**src/rtl/sram_arb_pkg.sv**
```systemverilog
// ============================================================================
// Module : sram_arb_pkg
// Brief  : Shared types and default sizes for the SRAM port arbiter.
// Rev    : 1.0
// ============================================================================
`default_nettype none
`timescale 1ns/1ps

package sram_arb_pkg;

    localparam int c_default_addr_w      = 18;
    localparam int c_default_data_w      = 16;
    localparam int c_default_timeout_cyc = 64;

    typedef enum logic [1:0] {
        IDLE      = 2'd0,
        ISSUE     = 2'd1,
        WAIT_RESP = 2'd2,
        RELEASE   = 2'd3
    } sram_arb_state_t;

endpackage

`default_nettype wire

```
**src/rtl/rr_picker.sv**
```systemverilog
// ============================================================================
// Module : rr_picker
// Brief  : Round-robin winner select; the search starts one above the pointer.
// Rev    : 1.0
// ============================================================================
`default_nettype none
`timescale 1ns/1ps

module rr_picker #(
    parameter int NUM_REQ = 3,
    parameter int IDX_W   = $clog2(NUM_REQ)
) (
    input  logic [NUM_REQ-1:0] i_req,
    input  logic [IDX_W-1:0]   i_ptr,
    output logic [NUM_REQ-1:0] o_win_onehot,
    output logic [IDX_W-1:0]   o_win_idx
);

    logic [NUM_REQ-1:0] w_rot;
    int                 w_off;
    int                 w_sum;

    // Doubling the vector turns the wrap-around search into a plain shift.
    always_comb begin
        w_rot = NUM_REQ'({i_req, i_req} >> (int'(i_ptr) + 1));
        w_off = 0;
        for (int k = NUM_REQ - 1; k >= 0; k--) begin
            if (w_rot[k]) begin
                w_off = k;
            end
        end
        w_sum = int'(i_ptr) + 1 + w_off;
        if (w_sum >= NUM_REQ) begin
            w_sum = w_sum - NUM_REQ;
        end
        o_win_idx    = IDX_W'(w_sum);
        o_win_onehot = (|i_req) ? (NUM_REQ'(1) << o_win_idx) : '0;
    end

endmodule

`default_nettype wire

```
**src/rtl/sram_arbiter.sv**
```systemverilog
// ============================================================================
// Module : sram_arbiter
// Brief  : Round-robin, burst-limited sharing of one SRAM controller port.
// Rev    : 1.0
// ============================================================================
`default_nettype none
`timescale 1ns/1ps

module sram_arbiter
    import sram_arb_pkg::*;
#(
    parameter int NUM_REQ     = 3,
    parameter int ADDR_W      = c_default_addr_w,
    parameter int DATA_W      = c_default_data_w,
    parameter int MAX_BURST   = 4,
    parameter int TIMEOUT_CYC = c_default_timeout_cyc
) (
    input  logic                      clk,
    input  logic                      rst,
    input  logic [NUM_REQ-1:0]        req,
    input  logic [NUM_REQ-1:0]        req_we,
    input  logic [NUM_REQ*ADDR_W-1:0] req_addr,
    input  logic [NUM_REQ*DATA_W-1:0] req_wdata,
    output logic [NUM_REQ-1:0]        gnt,
    output logic [NUM_REQ-1:0]        done,
    output logic [DATA_W-1:0]         rdata,
    output logic                      timeout_err,
    output logic                      sram_read_en,
    output logic                      sram_wr_en,
    output logic [ADDR_W-1:0]         sram_address,
    output logic [DATA_W-1:0]         sram_wr_data,
    input  logic                      sram_read_valid,
    input  logic                      sram_wr_valid,
    input  logic [DATA_W-1:0]         sram_read_data
);

    localparam int         c_idx_w      = $clog2(NUM_REQ);
    localparam logic [7:0] c_wd_last    = 8'(TIMEOUT_CYC - 1);
    localparam logic [3:0] c_burst_last = 4'(MAX_BURST - 1);

    sram_arb_state_t      r_state, w_state;
    logic [c_idx_w-1:0]   r_ptr, w_ptr;
    logic [c_idx_w-1:0]   r_owner, w_owner;
    logic [3:0]           r_burst, w_burst;
    logic [7:0]           r_wd, w_wd;
    logic                 r_we, w_we;
    logic [ADDR_W-1:0]    r_addr, w_addr;
    logic [DATA_W-1:0]    r_wdata, w_wdata;
    logic [NUM_REQ-1:0]   r_gnt, w_gnt;
    logic [NUM_REQ-1:0]   r_done, w_done;
    logic [DATA_W-1:0]    r_rdata, w_rdata;
    logic                 r_tmo, w_tmo;
    logic                 r_rd_en, w_rd_en;
    logic                 r_wr_en, w_wr_en;

    logic [NUM_REQ-1:0]   w_win_onehot;
    logic [c_idx_w-1:0]   w_win_idx;
    logic                 w_resp;

    rr_picker #(
        .NUM_REQ (NUM_REQ),
        .IDX_W   (c_idx_w)
    ) u_picker (
        .i_req        (req),
        .i_ptr        (r_ptr),
        .o_win_onehot (w_win_onehot),
        .o_win_idx    (w_win_idx)
    );

    // Only the response type matching the latched direction ends the wait.
    assign w_resp = r_we ? sram_wr_valid : sram_read_valid;

    always_comb begin
        w_state = r_state;
        w_ptr   = r_ptr;
        w_owner = r_owner;
        w_burst = r_burst;
        w_wd    = r_wd;
        w_we    = r_we;
        w_addr  = r_addr;
        w_wdata = r_wdata;
        w_gnt   = r_gnt;
        w_done  = '0;
        w_rdata = r_rdata;
        w_tmo   = 1'b0;
        w_rd_en = r_rd_en;
        w_wr_en = r_wr_en;
        case (r_state)
            IDLE: begin
                if (|req) begin
                    w_owner = w_win_idx;
                    w_we    = req_we[w_win_idx];
                    w_addr  = req_addr[w_win_idx*ADDR_W +: ADDR_W];
                    w_wdata = req_wdata[w_win_idx*DATA_W +: DATA_W];
                    w_gnt   = w_win_onehot;
                    w_state = ISSUE;
                end
            end
            ISSUE: begin
                w_rd_en = ~r_we;
                w_wr_en = r_we;
                w_wd    = '0;
                w_state = WAIT_RESP;
            end
            WAIT_RESP: begin
                if (w_resp) begin
                    if (!r_we) begin
                        w_rdata = sram_read_data;
                    end
                    w_done  = NUM_REQ'(1) << r_owner;
                    w_rd_en = 1'b0;
                    w_wr_en = 1'b0;
                    w_state = RELEASE;
                end else if (r_wd == c_wd_last) begin
                    w_tmo   = 1'b1;
                    w_done  = NUM_REQ'(1) << r_owner;
                    w_rd_en = 1'b0;
                    w_wr_en = 1'b0;
                    w_burst = '0;
                    w_state = RELEASE;
                end else begin
                    w_wd = r_wd + 8'd1;
                end
            end
            RELEASE: begin
                if (req[r_owner] && (r_burst < c_burst_last)) begin
                    w_burst = r_burst + 4'd1;
                    w_we    = req_we[r_owner];
                    w_addr  = req_addr[r_owner*ADDR_W +: ADDR_W];
                    w_wdata = req_wdata[r_owner*DATA_W +: DATA_W];
                    w_state = ISSUE;
                end else begin
                    w_ptr   = r_owner;
                    w_burst = '0;
                    w_gnt   = '0;
                    w_state = IDLE;
                end
            end
            default: w_state = IDLE;
        endcase
    end

    always_ff @(posedge clk or negedge rst) begin
        if (!rst) begin
            r_state <= IDLE;
            r_ptr   <= c_idx_w'(NUM_REQ - 1);
            r_owner <= '0;
            r_burst <= '0;
            r_wd    <= '0;
            r_we    <= 1'b0;
            r_addr  <= '0;
            r_wdata <= '0;
            r_gnt   <= '0;
            r_done  <= '0;
            r_rdata <= '0;
            r_tmo   <= 1'b0;
            r_rd_en <= 1'b0;
            r_wr_en <= 1'b0;
        end else begin
            r_state <= w_state;
            r_ptr   <= w_ptr;
            r_owner <= w_owner;
            r_burst <= w_burst;
            r_wd    <= w_wd;
            r_we    <= w_we;
            r_addr  <= w_addr;
            r_wdata <= w_wdata;
            r_gnt   <= w_gnt;
            r_done  <= w_done;
            r_rdata <= w_rdata;
            r_tmo   <= w_tmo;
            r_rd_en <= w_rd_en;
            r_wr_en <= w_wr_en;
        end
    end

    assign gnt          = r_gnt;
    assign done         = r_done;
    assign rdata        = r_rdata;
    assign timeout_err  = r_tmo;
    assign sram_read_en = r_rd_en;
    assign sram_wr_en   = r_wr_en;
    assign sram_address = r_addr;
    assign sram_wr_data = r_wdata;

endmodule

`default_nettype wire

```
**config.mk**
```make
export PLATFORM = sky130hd
export DESIGN_NAME = sram_arbiter
export DESIGN_NICKNAME = d
export VERILOG_FILES = /design/src/rtl/sram_arb_pkg.sv /design/src/rtl/rr_picker.sv /design/src/rtl/sram_arbiter.sv
export SDC_FILE = /design/constraint.sdc
export NUM_CORES = 1
export LEC_CHECK = 0
export CORE_AREA = 2 2 109 111
export CTS_BUF_LIST = sky130_fd_sc_hd__clkbuf_16
export CTS_CLUSTER_SIZE = 12
export DETAILED_ROUTE_END_ITERATION = 10
export DIE_AREA = 0 0 111 113
export PLACE_DENSITY = 0.86
export SKIP_CTS_REPAIR_TIMING = 1
export SYNTH_ARGS = -nofsm -noshare
export SYNTH_HDL_FRONTEND = slang
export SYNTH_SLANG_ARGS = --single-unit
export TNS_END_PERCENT = 5
```
**constraint.sdc**
```tcl
create_clock -name clk -period 3.4 [get_ports clk]
set_input_delay 0.34 -clock clk [delete_from_list [all_inputs] [get_ports clk]]
set_output_delay 0.34 -clock clk [all_outputs]
set_load 0.02 [all_outputs]
```
==> metrics.yaml, run 1 <==
outcome:
  status: "complete, no violations"
clock_network:
  clk_latency_ps: 330
  cts_tree: "done"
  htreeDepth: 3
  numCtsBuffers: 9
  clockBufferDepth: 2
  cts_root_buf: "clkbuf_16"
  clk_pin_slew_ps: 60
  cts_sinks: 78
route:
  num_vias: 3734
  viasPerCell: 5.23
  drt_wl_total_mm: 12.9
  drc: 0
  first_pass_iters: 4
  wl_per_cell_um: 18.0
  drtIter0Drc: 130
  antenna_left: 0
synth:
  synth_seq_cells: 78
  yosysUniqueCellTypes: 41
  syn_nets: 506
  synthFlopType: "dfrtp_1"
  avgSynthCellArea_um2: 11.5
  async_flop_share_pct: 100
  synth_area_um2: 4240
  synth_cells: 368
  ys_seq_area_share_pct: 46.1
  synth-edff-count: 0
  synth_warnings: 0
sta:
  relSlewSlack_pct: 35.1
  rsz0062_at_grt: "yes"
  maxSlewViolCount: 0
  totalNegativeSetupSlack_ps: 0
  finalCritPeriodShare_pct: 98.3
  hold_viol_final: 0
  worst_slack_ps: 56.9
  worst_pin_slew_ps: 973
  setup_viol: 0
  fin_skew_ps: 6.47
  max_freq_mhz: 299
  min_period_ps: 3340
grt:
  grt_pass1_wl_mm: 19.5
  antenna_found_initial: 0
  grt_pass1_vias: 3928
  grt_max_degree: 79
  grt_usage_pct: 19.2
  grt-ovfl-total: 0
placement:
  place_ws_ps: -518
  port_buffers: 186
  placed_area_um2: 6320
  gp_congestion: 0.896
  place_hpwl_mm: 9.44
pwr:
  leakage_nw: 2.94
  power.density_nw_per_um2: 1320
  p_total_mw: 9.06
  peakVddDrop_mv: 1.06
die:
  core_area_um2: 11300
  fp.dieW_um: 111
  die_h_um: 113
  start_util_pct: 37.6
  num_rows: 39
  io_pins: 187
  dieArea_um2: 12500
final_layout:
  syn_to_final_growth_pct: 62.2
  nets: 704
  final_area_um2: 6870
  antenna_cells: 0
  drive_above_1_share_pct: 21.0
  regArea_um2: 1950
  multi_input_area_um2: 2230
  nFillCells: 892
worst_setup_path:
  cp-end-kind: "register"
  slowest_delay_ps: 530
  r2r-start: "r_ptr[0]"
  reg2reg_depth: 12
  r2r_end: "sram_wr_data[0]"
  cpMaxStageDelayCell: "fa_1"
  rrSetupSlack_ps: 60
  worstPathArrival_ps: 3550
  crit_required_ps: 3610
  critical_path_class: "register to register"
  worst-path-max-fanout: 7
  critPathLaunchType: "register"
  crit_chain: "o311ai_4 > o31ai_2 > ha_2 > fa_1 > inv_2 > ha_4 > or4b_4 > o211a_4 > buf_12 > mux2i_2 > o2bb2ai_1 > mux2_2"
flow_run:
  cap_violations: 0
worst_hold_path:
  hp-class: "input pin to asynchronous set/reset pin"
power breakdown:
part           total (mW)  switching [mW]  internal [mW]
Combinational        6.36            3.09           3.26
Sequential           1.61           0.257           1.36
Clock                1.08           0.369          0.713
final cells by class:
type	instances	area share, %
Timing Repair Buffer	209	30.8
Tap cell	143	2.60
Clock buffer	9	3.28
Clock inverter	7	1.66
Inverter	14	0.765
Multi-Input combinational cell	254	32.5
Sequential cell	78	28.4
cells in the final DEF (no fill, tap or decap), types with 9 or more instances in the layout:
master,instances
buf_4,18
inv_1,12
clkdlybuf4s50_1,182
mux2_2,50
nand2_1,17
mux2i_2,9
o21ai_0,21
mux2i_1,30
o2bb2ai_1,30
clkbuf_16,11
dfrtp_1,76
a21oi_1,10
stage by stage:
step / hold WS (ps) / instances / utilization (%)
5_1_grt: 262 / 714 / 61.0
3_5_place_dp: 480 / 693 / 56.1
6_report: 174 / 714 / 61.0
2_1_floorplan: 44.4 / 368 / -
3_3_place_gp: 463 / 693 / 56.1
4_1_cts: 212 / 709 / 59.1
metal layers:
layer / GRT usage [%] / up-vias / share of wire [%]
met5: 0 / - / 0
met1: 22.3 / 1801 / 40
li1: - / 1763 / -
met4: 7.08 / 0 / 1.9
met3: 4.87 / 18 / 5.8
met2: 34.6 / 152 / 52
state kept, by name, summed over array words and instances (netlist names):
register and count:
sram_read_en 1, gnt 3, sram_wr_en 1, done 3, sram_wr_data 16, r_owner 2
r_state 2, sram_address 18, r_ptr 2, timeout_err 1, r_wd 8, r_burst 4
rdata 16, r_we 1
Yosys cell counts (2+ instances only):
cell        n  share of area, %
nor2b_1     2              0.30
o21ai_0    21               2.5
o31ai_1     4              0.71
clkbuf_1    7              0.62
buf_2       8              0.95
xor2_1      2              0.41
o311ai_0    2              0.41
mux2i_1    39               9.2
nand3_1     3              0.35
and2_1      4              0.59
mux2_2     52                14
nor3_1      8              0.95
inv_1      14               1.2
o21ai_1     2              0.24
nand2b_1    6              0.89
dfrtp_1    77                45
and3_1      6              0.89
a32o_1      2              0.47
nor2_1      8              0.71
buf_6       5               1.3
buf_1       3              0.27
o311a_1     2              0.47
o2bb2ai_1  33               6.8
a21oi_1    10               1.2
a31oi_1     4              0.59
nand2_1    17               1.5
ha_1        9               2.7
nor3b_1     2              0.35
nand4bb_1   2              0.53
nand3b_1    3              0.53
kinds of logic after synthesis:
logic type	Yosys count	share of synthesized area (%)
fa+ha+maj	10	3.13
mux	91	23.0
xor+xnor	3	0.620
flops	78	46.1
simple gates	65	8.33
compound gates	84	14.4
buf+inv	37	4.40
critical path: cells and delay by family, from the launching register on:
family	cells	cell delay [ps]
AOI/OAI and AO/OA	4	730
buffers and inverters	2	220
adders and majority gates	3	880
DFF	1	450
muxes	2	460
and+or+nand+nor	1	470
worst max-delay path by stage:
stage	slack, ps	start	endpoint	cells after the start
floorplan	50	req[1]	sram_address[0]	15
global placement	-380	req[1]	sram_wr_data[1]	13
detailed placement	-520	req[1]	sram_wr_data[8]	13
CTS	-170	req[1]	sram_wr_data[1]	13
global route	-20	r_ptr[0]	sram_wr_data[0]	12
finish	60	r_ptr[0]	sram_wr_data[0]	12
(Power assumes the default switching activity.)
==> run 2, diff against run 1 <==
--- a/config.mk
+++ b/config.mk
@@ -7,6 +7,7 @@
 export LEC_CHECK = 0
 export CORE_AREA = 2 2 109 111
 export CTS_BUF_LIST = sky130_fd_sc_hd__clkbuf_16
+export CTS_CLUSTER_DIAMETER = 50
 export CTS_CLUSTER_SIZE = 12
 export DETAILED_ROUTE_END_ITERATION = 10
 export DIE_AREA = 0 0 111 113
==> results of run 2 <==
No change in the layout: final DEF, timing and power equal those of run 1.
==> run 3, diff against run 2 <==
--- a/config.mk
+++ b/config.mk
@@ -13,6 +13,7 @@
 export DIE_AREA = 0 0 111 113
 export PLACE_DENSITY = 0.86
 export SKIP_CTS_REPAIR_TIMING = 1
+export SLEW_MARGIN = 20
 export SYNTH_ARGS = -nofsm -noshare
 export SYNTH_HDL_FRONTEND = slang
 export SYNTH_SLANG_ARGS = --single-unit
==> results of run 3 <==
No change in the layout: final DEF, timing and power equal those of run 1.
==> edit 1 (config.mk and constraints of run 1) <==
Set the package constant `c_default_addr_w` to 14 (it was 18).
--- a/src/rtl/sram_arb_pkg.sv
+++ b/src/rtl/sram_arb_pkg.sv
@@ -9,5 +9,5 @@
 package sram_arb_pkg;
 
-    localparam int c_default_addr_w      = 18;
+    localparam int c_default_addr_w      = 14;
     localparam int c_default_data_w      = 16;
     localparam int c_default_timeout_cyc = 64;
Interface: changed (resized req_addr and sram_address); port bits go from 187 to 171. The function was not compared with the original's and may differ.
==> edit 1 against run 1 <==
Routed wire length rose by 21%. Worst setup slack improved by 0.13 ns. Cell area rose by 3.7%. Sequential cell count fell by 4. Synthesized area rose by 15%. Count of clock-buffer cells in the layout did not move.
Power is not shown: default switching activity piles up to over one toggle a cycle in this logic, so the estimate is an artifact.
==> edit 1: results (changes against run 1) <==
| Metric | Value |
|---|---|
| Syn_area_per_cell | 8.87 um2 (was 11.5 um2) |
| Seq/Total Area, Yosys | 38.1% (was 46.1%) |
| DRT iter0 DRCs | 313 (was 130) |
| Top cells by count, synth | 90 x o2111ai_1, 76 x inv_1, 73 x dfrtp_1 (was 77 x dfrtp_1, 52 x mux2_2, 39 x mux2i_1) |
| CP max FO | 18 (was 7) |
| Worst slew pin tran | 0.936 ns (was 0.973 ns) |
| Initial antenna violation count | 0 (unchanged) |
| Hold Worst Slack | 0.167 ns (was 0.174 ns) |
| Syn_nets | 675 (was 506) |
| Share of layout cells above drive strength 1 | 10.7% (was 21.0%) |
| Vias/cell | 6.08 (was 5.23) |
| Post-Route WL | 15.6 mm (was 12.9 mm) |
| Worst reg2reg startpoint | r_ptr[0] (unchanged) |
| Global-route wire length before repair | 25.4 mm (was 19.5 mm) |
| Total track usage | 24.5% (was 19.2%) |
| FF-to-FF path depth | 13 (was 12) |
| Port bufs | 170 (was 186) |
| Worst stage delay on the critical path | 0.43 ns (was 0.53 ns) |
| Crit path arrival time | 3.46 ns (was 3.55 ns) |
| Clk_skew | 0.00809 ns (was 0.00647 ns) |
| Synth area leaders | dfrtp_1 38%, o2111ai_1 16%, inv_1 5.9%, a31oi_1 4.5%, mux2_2 4.4% (was dfrtp_1 45%, mux2_2 14%, mux2i_1 9.2%, o2bb2ai_1 6.8%, ha_1 2.7%) |
| Yosys cell types | 52 (was 41) |
| Initial DRT Pass Iterations | 5 (was 4) |
| Status | complete, no violations (unchanged) |
| Setup WS pre-CTS | -0.296 ns (was -0.518 ns) |
| Vias | 5166 (was 3734) |
| Fillcell total | 946 (was 892) |
| R2R Setup Slk | 0.19 ns (was 0.06 ns) |
| Largest net degree at the start of global routing | 75 (was 79) |
==> edit 1: cell count changes after synthesis, moves of 11 or more <==
cell,before,now
o2bb2ai_1,33,2
mux2i_1,39,7
o2111ai_1,0,90
clkbuf_1,7,35
nand3_1,3,39
inv_1,14,76
a31oi_1,4,35
mux2_2,52,19
a21oi_1,10,37
buf_2,8,19
==> edit 1: metal layers <==
metal	vias to the layer above	wire length, um	global-route usage (%)
met5	-	0	0
met1	2463	6470	31.3
li1	2408	-	-
met2	264	7570	41.6
met3	31	1100	3.64
met4	0	406	10.8
==> edit 1: worst max-delay path by stage <==
stage          slack (ns)  cells past startpoint      from                to
3_5_place_dp        -0.30                     13    req[1]   sram_address[8]
5_1_grt             -0.02                     13  r_ptr[0]  sram_address[12]
4_1_cts              0.06                     13    req[1]   sram_address[8]
2_1_floorplan        0.31                     15    req[1]   sram_address[0]
3_3_place_gp        -0.06                     13    req[1]  sram_address[12]
6_report             0.19                     13  r_ptr[0]   sram_wr_data[0]
==> edit 1: layout make-up <==
type | count | area [um2] | area share (%)
timing repair buffer | 201 | 1980 | 27.9
tap | 143 | 179 | 2.51
clock buffer | 9 | 225 | 3.16
inverter | 76 | 285 | 4.00
sequential | 74 | 1850 | 26.0
multi-input combinational | 340 | 2510 | 35.3
clock inverter | 7 | 83.8 | 1.18
==> edit 1: logic make-up (layout without fill, tap and decap cells) <==
logic type               count (synthesis)  count (layout)  share of synthesized area [%]
buffers and inverters                  135             293                           10.9
XOR/XNOR                                 1               1                          0.180
adder cells (fa/ha/maj)                 10              10                           2.72
AO/OA/AOI/OAI                          201             201                           30.0
flip-flops                              74              74                           38.1
AND/OR/NAND/NOR                        101             101                           12.0
multiplexers                            27              27                           6.14
==> edit 1: through the flow <==
stage / utilization (%) / area, um2
6_report: 63.2 / 7120
5_1_grt: 63.2 / 7120
4_1_cts: 63.0 / 7110
3_5_place_dp: 60.3 / 6800
3_3_place_gp: 60.3 / 6800
2_1_floorplan: - / 4870
==> edit 1: worst register-to-register path: stages, from the launching register on <==
cell	delay (ns)
dfrtp_1	0.42
inv_1	0.15
nor3b_2	0.07
a311o_1	0.34
o31ai_1	0.08
ha_1	0.21
fa_1	0.43
inv_1	0.10
ha_2	0.27
or2_1	0.26
o211ai_1	0.23
buf_4	0.28
nand3_1	0.13
a31oi_1	0.18
==> edit 2 (settings of run 1) <==
Made on the original files. Re-encode `sram_arb_state_t` (4 states) as one-hot, 4 bits wide.
--- a/src/rtl/sram_arb_pkg.sv
+++ b/src/rtl/sram_arb_pkg.sv
@@ -13,9 +13,9 @@
     localparam int c_default_timeout_cyc = 64;
 
-    typedef enum logic [1:0] {
-        IDLE      = 2'd0,
-        ISSUE     = 2'd1,
-        WAIT_RESP = 2'd2,
-        RELEASE   = 2'd3
+    typedef enum logic [3:0] {
+        IDLE      = 4'b0001,
+        ISSUE     = 4'b0010,
+        WAIT_RESP = 4'b0100,
+        RELEASE   = 4'b1000
     } sram_arb_state_t;
 
Behaviour: no difference found for any inputs over 4 cycles, from zero or initial values and one cycle with rst low; so few cycles prove little.
==> edit 2 against run 1 <==
Sequential cell count up 2. Final cell count increased by 19%. Cell area rose by 7.0%. Largest cell class unchanged. Non-clock buffer count is 11 higher. Synthesized cell count rose by 39%. Synthesized area is 14% higher. Via count is 35% higher. Maximum frequency increased by 3.1%. Clock skew decreased by 0.0011 ns. Total power increased by 3.1%. Worst setup slack improved by 0.10 ns. Routed wire length up 26%.
==> edit 2: results (changes against run 1) <==
| Metric | Value |
|---|---|
| HPWL after DPL | 10.9 mm (was 9.44 mm) |
| DRT iter0 DRCs | 352 (was 130) |
| CP max FO | 5 (was 7) |
| Syn_nets | 646 (was 506) |
| Worst slew pin tran | 1.02 ns (was 0.973 ns) |
| Setup WS pre-CTS | -0.247 ns (was -0.518 ns) |
| R2R Setup Slk | 0.19 ns (was 0.06 ns) |
| Share of layout cells above drive strength 1 | 13.2% (was 21.0%) |
| Top cells by count, synth | 78 x dfrtp_1, 48 x nand2_1, 45 x o21ai_0 (was 77 x dfrtp_1, 52 x mux2_2, 39 x mux2i_1) |
| Crit path arrival time | 3.45 ns (was 3.55 ns) |
| Vias/cell | 5.94 (was 5.23) |
| Initial DRT Pass Iterations | 5 (was 4) |
| Fillcell total | 863 (was 892) |
| Post-Syn Instances | 513 (was 368) |
| Clk_skew | 0.00536 ns (was 0.00647 ns) |
| Synth area leaders | dfrtp_1 40%, a2bb2oi_1 6.3%, o2bb2ai_1 6.1%, mux2_2 5.6%, a22oi_1 5.4% (was dfrtp_1 45%, mux2_2 14%, mux2i_1 9.2%, o2bb2ai_1 6.8%, ha_1 2.7%) |
| Final net count | 832 (was 704) |
| Seq/Total Area, Yosys | 41.4% (was 46.1%) |
| Finished Layout Cells | 847 (was 714) |
| Largest net degree at the start of global routing | 81 (was 79) |
| Placed insts | 823 (was 693) |
| Total track usage | 24.9% (was 19.2%) |
| Status | complete, no violations (unchanged) |
| Leakage | 3.10 nW (was 2.94 nW) |
| FF-to-FF path depth | 15 (was 12) |
| Placer Congestion | 0.872 (was 0.896) |
-- edit 2: where the power goes --
part	internal (mW)	switching [mW]	total [mW]
logic	3.21	3.45	6.66
clock network	0.570	0.405	0.975
registers	1.39	0.318	1.71
total	5.17	4.17	9.34
-- edit 2: final cells by class --
cell class | count | share of cell area [%]
sequential | 80 | 27.3
timing repair buffer | 220 | 29.8
clock buffer | 9 | 3.06
inverter | 8 | 0.408
tap | 143 | 2.43
multi-input combinational | 380 | 36.0
clock inverter | 7 | 0.970
-- edit 2: critical path: cells and delay by family --
kind,cells,cell delay [ns]
buf+inv,6,1.12
simple gates,2,0.34
fa+ha+maj,3,0.95
compound gates,4,0.47
xor+xnor,1,0.23
-- edit 2: worst max-delay path by stage --
| stage | startpoint | to | slack [ns] | cells after the start |
|---|---|---|---|---|
| after global placement | req[1] | sram_wr_data[0] | -0.19 | 15 |
| after detailed placement | req[1] | sram_address[12] | -0.25 | 15 |
| after floorplan | req[1] | sram_address[0] | 0.26 | 14 |
| after CTS | req[1] | sram_wr_data[3] | 0.05 | 15 |
| final | req[2] | sram_wr_data[3] | 0.16 | 16 |
| after global routing | req[2] | sram_address[12] | -0.003 | 16 |
-- edit 2: cells by family (layout without fill, tap and decap cells) --
group           after synthesis  count (layout)  share of synthesized area (%)
compound gates              233             233                           32.3
xor+xnor                      4               4                          0.723
fa+ha+maj                     5               5                           1.45
buf+inv                      53             244                           5.01
flops                        80              80                           41.4
mux                          30              30                           7.28
simple gates                108             108                           11.9
-- edit 2: metal layers --
layer | GRT usage [%] | wire (um) | share of wire [%] | up-vias
met2 | 42.8 | 8250 | 51 | 229
met3 | 3.70 | 975 | 6.0 | 25
met5 | 0 | 0 | 0 | -
met4 | 9.58 | 279 | 1.7 | 0
met1 | 31.9 | 6690 | 41 | 2455
li1 | - | - | - | 2318
-- edit 2: per-stage QoR --
step / power (mW) / util [%] / hold slack, ns
after global routing: 9.95 / 65.2 / 0.273
after global placement: 7.45 / 61.5 / 0.471
final: 9.34 / 65.2 / 0.175
after floorplan: 5.42 / - / 0.0444
after detailed placement: 7.69 / 61.5 / 0.472
after CTS: 8.70 / 64.1 / 0.219
